$ cat src/rtl/dmem_arb_pkg.sv
// Shared types and constants for the two-master data-memory arbiter.
package dmem_arb_pkg;

  typedef enum logic {IDLE, RD_WAIT} arb_state_t;

  localparam int NUM_M  = 2;
  localparam int M_CORE = 0;
  localparam int M_AUX  = 1;

endpackage

$ cat src/rtl/dmem_arb_rr_arb2.sv
// Two-way round-robin grant with a one-bit priority pointer.
module rr_arb2
  import dmem_arb_pkg::*;
(
  input  logic       clk,
  input  logic       rst,
  input  logic [1:0] req,
  input  logic       en,
  output logic [1:0] gnt
);

  logic ptr_q, ptr_d;

  always_comb begin
    gnt   = '0;
    ptr_d = ptr_q;
    if (en) begin
      case (req)
        2'b01:   gnt = 2'b01;
        2'b10:   gnt = 2'b10;
        2'b11:   gnt = ptr_q ? 2'b10 : 2'b01;
        default: gnt = '0;
      endcase
      // Priority passes to the master that did not just win.
      if (|gnt) ptr_d = ~gnt[M_AUX];
    end
  end

  always_ff @(posedge clk or negedge rst) begin
    if (!rst) ptr_q <= 1'b0;
    else      ptr_q <= ptr_d;
  end

endmodule

$ cat src/rtl/dmem_arbiter.sv
// Shares the single-ported data memory between the LSU and an auxiliary master,
// tracking one outstanding read with a response watchdog.
module dmem_arbiter
  import dmem_arb_pkg::*;
#(
  parameter int ADDR_W  = 8,
  parameter int TIMEOUT = 4
) (
  input  logic              clk,
  input  logic              rst,
  input  logic [1:0]        m_req,
  input  logic [1:0]        m_we,
  input  logic [3:0]        m0_mask,
  input  logic [3:0]        m1_mask,
  input  logic [ADDR_W-1:0] m0_addr,
  input  logic [ADDR_W-1:0] m1_addr,
  input  logic [31:0]       m0_wdata,
  input  logic [31:0]       m1_wdata,
  output logic [1:0]        m_gnt,
  output logic [1:0]        m_rvalid,
  output logic [31:0]       m_rdata,
  output logic              mem_request,
  output logic              mem_we_re,
  output logic              mem_load,
  output logic [3:0]        mem_mask,
  output logic [ADDR_W-1:0] mem_addr,
  output logic [31:0]       mem_wdata,
  input  logic              mem_valid,
  input  logic [31:0]       mem_rdata,
  output logic              err
);

  localparam logic [3:0] TMR_LAST = 4'(TIMEOUT - 1);

  arb_state_t       state_q, state_d;
  logic             owner_q, owner_d;
  logic [3:0]       tmr_q, tmr_d;
  logic             err_q, err_d;
  logic [NUM_M-1:0] req_eff;
  logic             rd_block;
  logic             win;
  logic             rd_gnt;

  // A read may only issue once the previous one has been answered this cycle.
  assign rd_block = (state_q == RD_WAIT) && !mem_valid;
  assign req_eff  = m_req & ~({NUM_M{rd_block}} & ~m_we);

  rr_arb2 u_rr (
    .clk (clk),
    .rst (rst),
    .req (req_eff),
    .en  (1'b1),
    .gnt (m_gnt)
  );

  assign win    = m_gnt[M_AUX];
  assign rd_gnt = (|m_gnt) && !m_we[win];
  assign err    = err_q;

  always_comb begin
    mem_request = 1'b0;
    mem_we_re   = 1'b0;
    mem_load    = 1'b0;
    mem_mask    = '0;
    mem_addr    = '0;
    mem_wdata   = '0;
    if (|m_gnt) begin
      mem_request = 1'b1;
      mem_we_re   = m_we[win];
      mem_load    = ~m_we[win];
      mem_mask    = win ? m1_mask  : m0_mask;
      mem_addr    = win ? m1_addr  : m0_addr;
      mem_wdata   = win ? m1_wdata : m0_wdata;
    end
  end

  always_comb begin
    state_d  = state_q;
    owner_d  = owner_q;
    tmr_d    = tmr_q;
    err_d    = err_q;
    m_rvalid = '0;
    m_rdata  = '0;
    case (state_q)
      IDLE: begin
        if (mem_valid) err_d = 1'b1;
        if (rd_gnt) begin
          state_d = RD_WAIT;
          owner_d = win;
          tmr_d   = '0;
        end
      end
      RD_WAIT: begin
        if (mem_valid) begin
          m_rvalid[owner_q] = 1'b1;
          m_rdata           = mem_rdata;
          if (rd_gnt) begin
            owner_d = win;
            tmr_d   = '0;
          end else begin
            state_d = IDLE;
          end
        end else if (tmr_q == TMR_LAST) begin
          err_d   = 1'b1;
          state_d = IDLE;
        end else begin
          tmr_d = tmr_q + 4'd1;
        end
      end
    endcase
  end

  always_ff @(posedge clk or negedge rst) begin
    if (!rst) begin
      state_q <= IDLE;
      owner_q <= 1'b0;
      tmr_q   <= '0;
      err_q   <= 1'b0;
    end else begin
      state_q <= state_d;
      owner_q <= owner_d;
      tmr_q   <= tmr_d;
      err_q   <= err_d;
    end
  end

endmodule

$ cat config.mk
export PLATFORM = sky130hd
export DESIGN_NAME = dmem_arbiter
export DESIGN_NICKNAME = d
export VERILOG_FILES = /design/src/rtl/dmem_arb_pkg.sv /design/src/rtl/dmem_arb_rr_arb2.sv /design/src/rtl/dmem_arbiter.sv
export SDC_FILE = /design/constraint.sdc
export NUM_CORES = 1
export LEC_CHECK = 0
export ABC_AREA = 1
export CAP_MARGIN = 10
export CORE_UTILIZATION = 22
export CTS_CLUSTER_DIAMETER = 80
export DETAILED_ROUTE_END_ITERATION = 16
export HOLD_SLACK_MARGIN = 0.06
export PLACE_DENSITY = 0.76
export SYNTH_ARGS = -nofsm -noshare
export SYNTH_HDL_FRONTEND = slang
export SYNTH_HIERARCHICAL = 1
export SYNTH_SLANG_ARGS = --single-unit
export TNS_END_PERCENT = 20
$ cat constraint.sdc
create_clock -name clk -period 2.2 [get_ports clk]
set_clock_uncertainty 0.2 [all_clocks]
set_input_delay 0.44 -clock clk [delete_from_list [all_inputs] [get_ports clk]]
set_output_delay 0.44 -clock clk [all_outputs]
set_load 0.01 [all_outputs]
* Word-level counts from Yosys, hierarchy flattened *
Index checks and enable logic that the tools add are counted.

operators by class
  $add $sub $neg = 1
  magnitude comparators = 3
  equal/unequal tests = 9
  muxes and demuxes = 34
  bitwise gates (word level) = 7
  reduce and logical (&&, ||, !) cells = 7

operators by type and width
  operator                                                  number
  2-to-1 mux 32 bit                                         4
  2-to-1 mux 4 bit                                          5
  2-to-1 mux 8 bit                                          2
  2-to-1 mux 1 bit                                          14
  case mux 4 bit (2 select lines)                           1
  2-to-1 mux 2 bit                                          3
  inequality test 2 bit, second input constant              3
  case mux 1 bit (2 select lines)                           3
  case mux 2 bit (3 select lines)                           1
  adder 4 x 1 -> 4 bit, second input constant               1
  bitwise AND 2 bit                                         2
  equality test 2 bit, second input constant                2
  equality test 4 x 2 -> 1 bit, second input constant       1
  < comparator 1 x 2 -> 1 bit, second input constant        2
  NOT 2 bit                                                 2
  logical AND 1 bit                                         3
  inequality test 3 bit, second input constant              1
  NOT 1 bit                                                 3
  AND reduction 3 bit                                       1
  equality test 2 x 1 -> 1 bit, second input constant       1
  logical NOT 1 bit                                         2
  inequality test 2 x 1 -> 1 bit, second input constant     1
  OR reduction 2 bit                                        1
  demux 1 bit (select 1 bit)                                1
  greater-or-equal comparator 1 bit, second input constant  1

word-level totals
  bits in registers = 8
  bits of input ports = 127
  output and inout bits = 84
  logic and storage cells = 66

* Longest topological paths before layout *
  word-level depth = 14
  depth in mapped cells = 17
  mapped depth without buffers = 16

* By module *
The synthesis kept the hierarchy.

modules (own cells, without submodules)
  module        instances  cells each  area each (sq um)  sequential area each (sq um)
  dmem_arbiter  1          280         1382.6             175.2
  rr_arb2       1          12          72.6               25.0

* Worst setup path after synthesis *
No wires, ideal clock.

  path type = input to output
  start = in mem_valid
  end = out mem_we_re
  data arrival time = 1739 ps
  data required time = 1560 ps
  path slack = -179 ps
  stages = 9
  buffers on the path = 1
  cells stage by stage = nor2_4 > inv_2 > o21ai_0 > inv_1 > a21oi_1 > buf_2 > inv_2 > nand2_4 > a21boi_0

between the ends
  elaborated cells between the ends (all ways) = 13
  those cells by class = 3 x eq/ne; 4 x mux; 3 x bitwise; 3 x reduce/logical

RTL lines
  what                                                                 RTL line                text
  start, declared                                                      dmem_arbiter.sv:28      input logic mem_valid,
  logical NOT 1 bit (*)                                                dmem_arbiter.sv:45      assign rd_block = (state_q == RD_WAIT) && !mem_valid;
  logical AND 1 bit (*)                                                dmem_arbiter.sv:45
  bitwise AND 2 bit (*)                                                dmem_arbiter.sv:46      assign req_eff = m_req & ~({NUM_M{rd_block}} & ~m_we);
  NOT 2 bit (*)                                                        dmem_arbiter.sv:46
  bitwise AND 2 bit (*)                                                dmem_arbiter.sv:46
  named net req_eff[1]                                                 dmem_arbiter.sv:39      logic [NUM_M-1:0] req_eff;
  equality test 2 bit or equality test 2 x 1 -> 1 bit (tied branches)  dmem_arb_rr_arb2.sv:18  case (req)
  case mux 2 bit (3 select lines) (*)                                  dmem_arb_rr_arb2.sv:18
  named net m_gnt[0]                                                   dmem_arbiter.sv:19      output logic [1:0] m_gnt,
  OR reduction 2 bit (*)                                               dmem_arbiter.sv:67      if (|m_gnt) begin
  2-to-1 mux 1 bit (*)                                                 dmem_arbiter.sv:67
  end, declared                                                        dmem_arbiter.sv:23      output logic mem_we_re,

The timed path passes the listed nets; every way through them passes the cells marked *. The select of a mux whose other input is x is not followed.

* Final worst setup path *
  start = reg state_q
  end = out mem_addr[2]

between the ends
  cells in the longest elaborated chain, start to end = 8
  elaborated cells between the ends (all ways) = 11
  those cells by class = 3 x eq/ne; 3 x mux; 3 x bitwise; 2 x reduce/logical

ends and longest elaborated chain
  what                                                                 RTL line                                text
  start, declared                                                      dmem_arbiter.sv:35                      arb_state_t state_q, state_d;
  start signal, assigned                                               dmem_arbiter.sv:120                     state_q <= state_d;
  logical AND 1 bit (*)                                                dmem_arbiter.sv:45
  bitwise AND 2 bit (*)                                                dmem_arbiter.sv:46
  NOT 2 bit (*)                                                        dmem_arbiter.sv:46
  bitwise AND 2 bit (*)                                                dmem_arbiter.sv:46
  named net req_eff[1]                                                 dmem_arbiter.sv:39
  equality test 2 bit or equality test 2 x 1 -> 1 bit (tied branches)  dmem_arb_rr_arb2.sv:18
  case mux 2 bit (3 select lines) (*)                                  dmem_arb_rr_arb2.sv:18
  2-to-1 mux 8 bit or OR reduction 2 bit (tied branches)               dmem_arbiter.sv:72, dmem_arbiter.sv:67
  2-to-1 mux 8 bit (*)                                                 dmem_arbiter.sv:67
  end, declared                                                        dmem_arbiter.sv:26                      output logic [ADDR_W-1:0] mem_addr,

The timed path passes the listed nets; every way through them passes the cells marked *.

==> metrics.txt <==
sequential fraction of design power 0.153; Antenna diodes 0; Rows 29; NetSw 572 uW; hpwl dp 6.12 mm; R2R cell count 18; Sink Count 8; Synth cell types 21; io pins 211; crit end category primary output; GRT Overall Usage 0.223; PD cells 345 nW/um2; R2R setup slack 0.13 ns; pin count of the biggest net entering global routing 33; GRT met3 Usage 0.0159; clk_lat worst skew 0.23 ns; fmax 0.393 GHz; Critical Path Start Type flop; hold buffers post-CTS 0; Hold Slack 0.268 ns; cts bufs inserted 3; Warnings, synthesis 6; combinational cell fraction of total power 0.727; Post-Route WL 8.29 mm; met1 usage 0.267; Power Internal 878 uW; failing checks negative setup slack; Crit Path Category reg -> out; worst reg2reg path endpoint tmr_q[0]; Clock power frac 0.120; share of layout cells above drive strength 1 0.350; drt drc 0; placer congestion estimate 0.828; post-route minimum period 2.54 ns; final hold viol count 0; vias in the first global route 2596; WL/cell 13.7 um; average size of a mapped cell 4.98 um2; Crit path required time 1.56 ns; number of max-cap violations 0; Via-to-Cell Ratio 4.33; initial antenna violation count 0; Clock transition at path regs 0.04 ns; critical path arrival 1.90 ns; final setup margin -0.342 ns; H-tree depth 1; Syn-to-layout area delta 189%; Nets 658; DRT Pass-1 Iters 4; static leakage 2.26 nW; busiest layer in global routing met2; worst vdd ir 0.000347 V; critical path fanouts, max 10; flops & latches, synth 8; Pwr Total 1.45 mW; final number of max-transition violations 0; worst hold path class reg -> reg; register area share after synthesis 0.138; die height 83.3 um; cells after synthesis 292; CTS tree built; RSZ-0062 raised after global routing true; die footprint 6940 um2; Setup violations, final 49; first-pass GRT wire length 12.7 mm; CORE AREA 6350 um2; DR iter-0 viols 73; period utilisation layout 1.16; antenna viol nets, final 0; total congestion overflow 0; switching share of power 0.394; Netlist Area Pre-Place 1460 um2; Clock Root Buffer clkbuf_8; Fillers 538; Bufs on Longest Clock Path 2; crit path to mem_addr[2]; status finished with violations; Critical Path Source state_q; Starting Density 0.229; Die Width 83.3 um; GRT met2 Usage 0.425; via count 2620; worst r2r src state_q; Port Buffers 210
power groups by stage:
stage / Clock (mW) / Combinational, mW / Sequential (mW)
after floorplan: 0 / 0.407 / 0.213
after global placement: 0 / 0.963 / 0.219
after detailed placement: 0 / 0.984 / 0.222
after CTS: 0.182 / 1.01 / 0.219
after global routing: 0.189 / 1.14 / 0.225
final: 0.174 / 1.05 / 0.222
worst max-delay path, cell delays in order, from the launching register on:
cell and delay (ns):
dfrtp_1 0.36, inv_2 0.06, nor2_4 0.09, inv_2 0.06, o21ai_2 0.13, inv_2 0.06
nand2_1 0.08, inv_2 0.04, nand2_2 0.07, inv_4 0.05, buf_4 0.12, buf_6 0.12
buf_16 0.14, a21oi_2 0.12, nor2_2 0.06, buf_2 0.13
area by class of cell:
type | instances | area [um2] | area share
tap | 77 | 96.3 | 0.0229
clock buffer | 3 | 41.3 | 0.00982
timing repair buffer | 249 | 2390 | 0.569
multi-input combinational | 218 | 1250 | 0.299
inverter | 49 | 203 | 0.0482
timing repair inverter | 1 | 16.3 | 0.00387
sequential | 8 | 200 | 0.0476
cell families after synthesis:
logic type / after synthesis / synth area share
other: 1 / 0.00258
adders and majority gates: 1 / 0.00860
AOI/OAI and AO/OA: 28 / 0.101
and+or+nand+nor: 187 / 0.535
DFF: 8 / 0.138
buffers and inverters: 67 / 0.216
registers in the layout (all words and copies together) (netlist names):
register / count
err: 1
state_q: 1
u_rr/ptr_q: 1
owner_q: 1
tmr_q: 4
per-layer routing:
| metal | wire (um) | vias up |
|---|---|---|
| met2 | 4470 | 91 |
| met5 | 0 | - |
| met3 | 328 | 10 |
| li1 | - | 1346 |
| met4 | 112 | 0 |
| met1 | 3370 | 1173 |
placed cells by master (no fill, tap or decap), drive strengths merged:
cell and count:
a21boi 1, clkbuf 5, ha 1, dfrtp 8, nand2 79, nand3 27
clkdlybuf4s50 122, buf 87, nor2 81, a21oi 23, inv 50, dlymetal6s2s 2
conb 2, o21ai 4, dlygate4sd2 36
worst min path at each step:
stage          from  end  slack (ns)  cells past startpoint
3_3_place_gp    err  err        0.26                      2
5_1_grt         err  err        0.30                      2
4_1_cts         err  err        0.27                      2
3_5_place_dp    err  err        0.27                      2
6_report        err  err        0.27                      2
2_1_floorplan   rst  err       -0.06                      0
per-stage QoR:
step,instance area [um2],std cells,setup slack (ns),util,TNS (ns)
2_1_floorplan,1570,293,0.00872,-,0
3_3_place_gp,3860,585,-0.914,0.608,-59.62
3_5_place_dp,3860,585,-0.990,0.608,-61.55
4_1_cts,4060,601,-0.320,0.640,-12.75
5_1_grt,4200,605,-0.443,0.662,-18.28
6_report,4200,605,-0.342,0.662,-13.18
timing repair:
action,CTS,global route
pin swaps,21,13
gates cloned,5,2
resized for setup,298,26
buffers inserted,8,3
setup endpoints to repair,89,55
cells in the mapped netlist:
cell,instances,area share
a21boi_0,1,0.0052
a21oi_1,23,0.079
buf_2,10,0.034
buf_6,6,0.046
clkbuf_1,2,0.0052
conb_1,1,0.0026
dfrtp_1,8,0.14
ha_1,1,0.0086
inv_1,41,0.11
inv_2,7,0.018
inv_6,1,0.0060
nand2_1,73,0.19
nand2_2,5,0.021
nand2_4,1,0.0077
nand3_1,26,0.089
nand3_4,1,0.012
nor2_1,79,0.20
nor2_2,1,0.0043
nor2_4,1,0.0077
o21ai_0,3,0.010
o21ai_2,1,0.0060
Power figures use the tool's default switching activity.
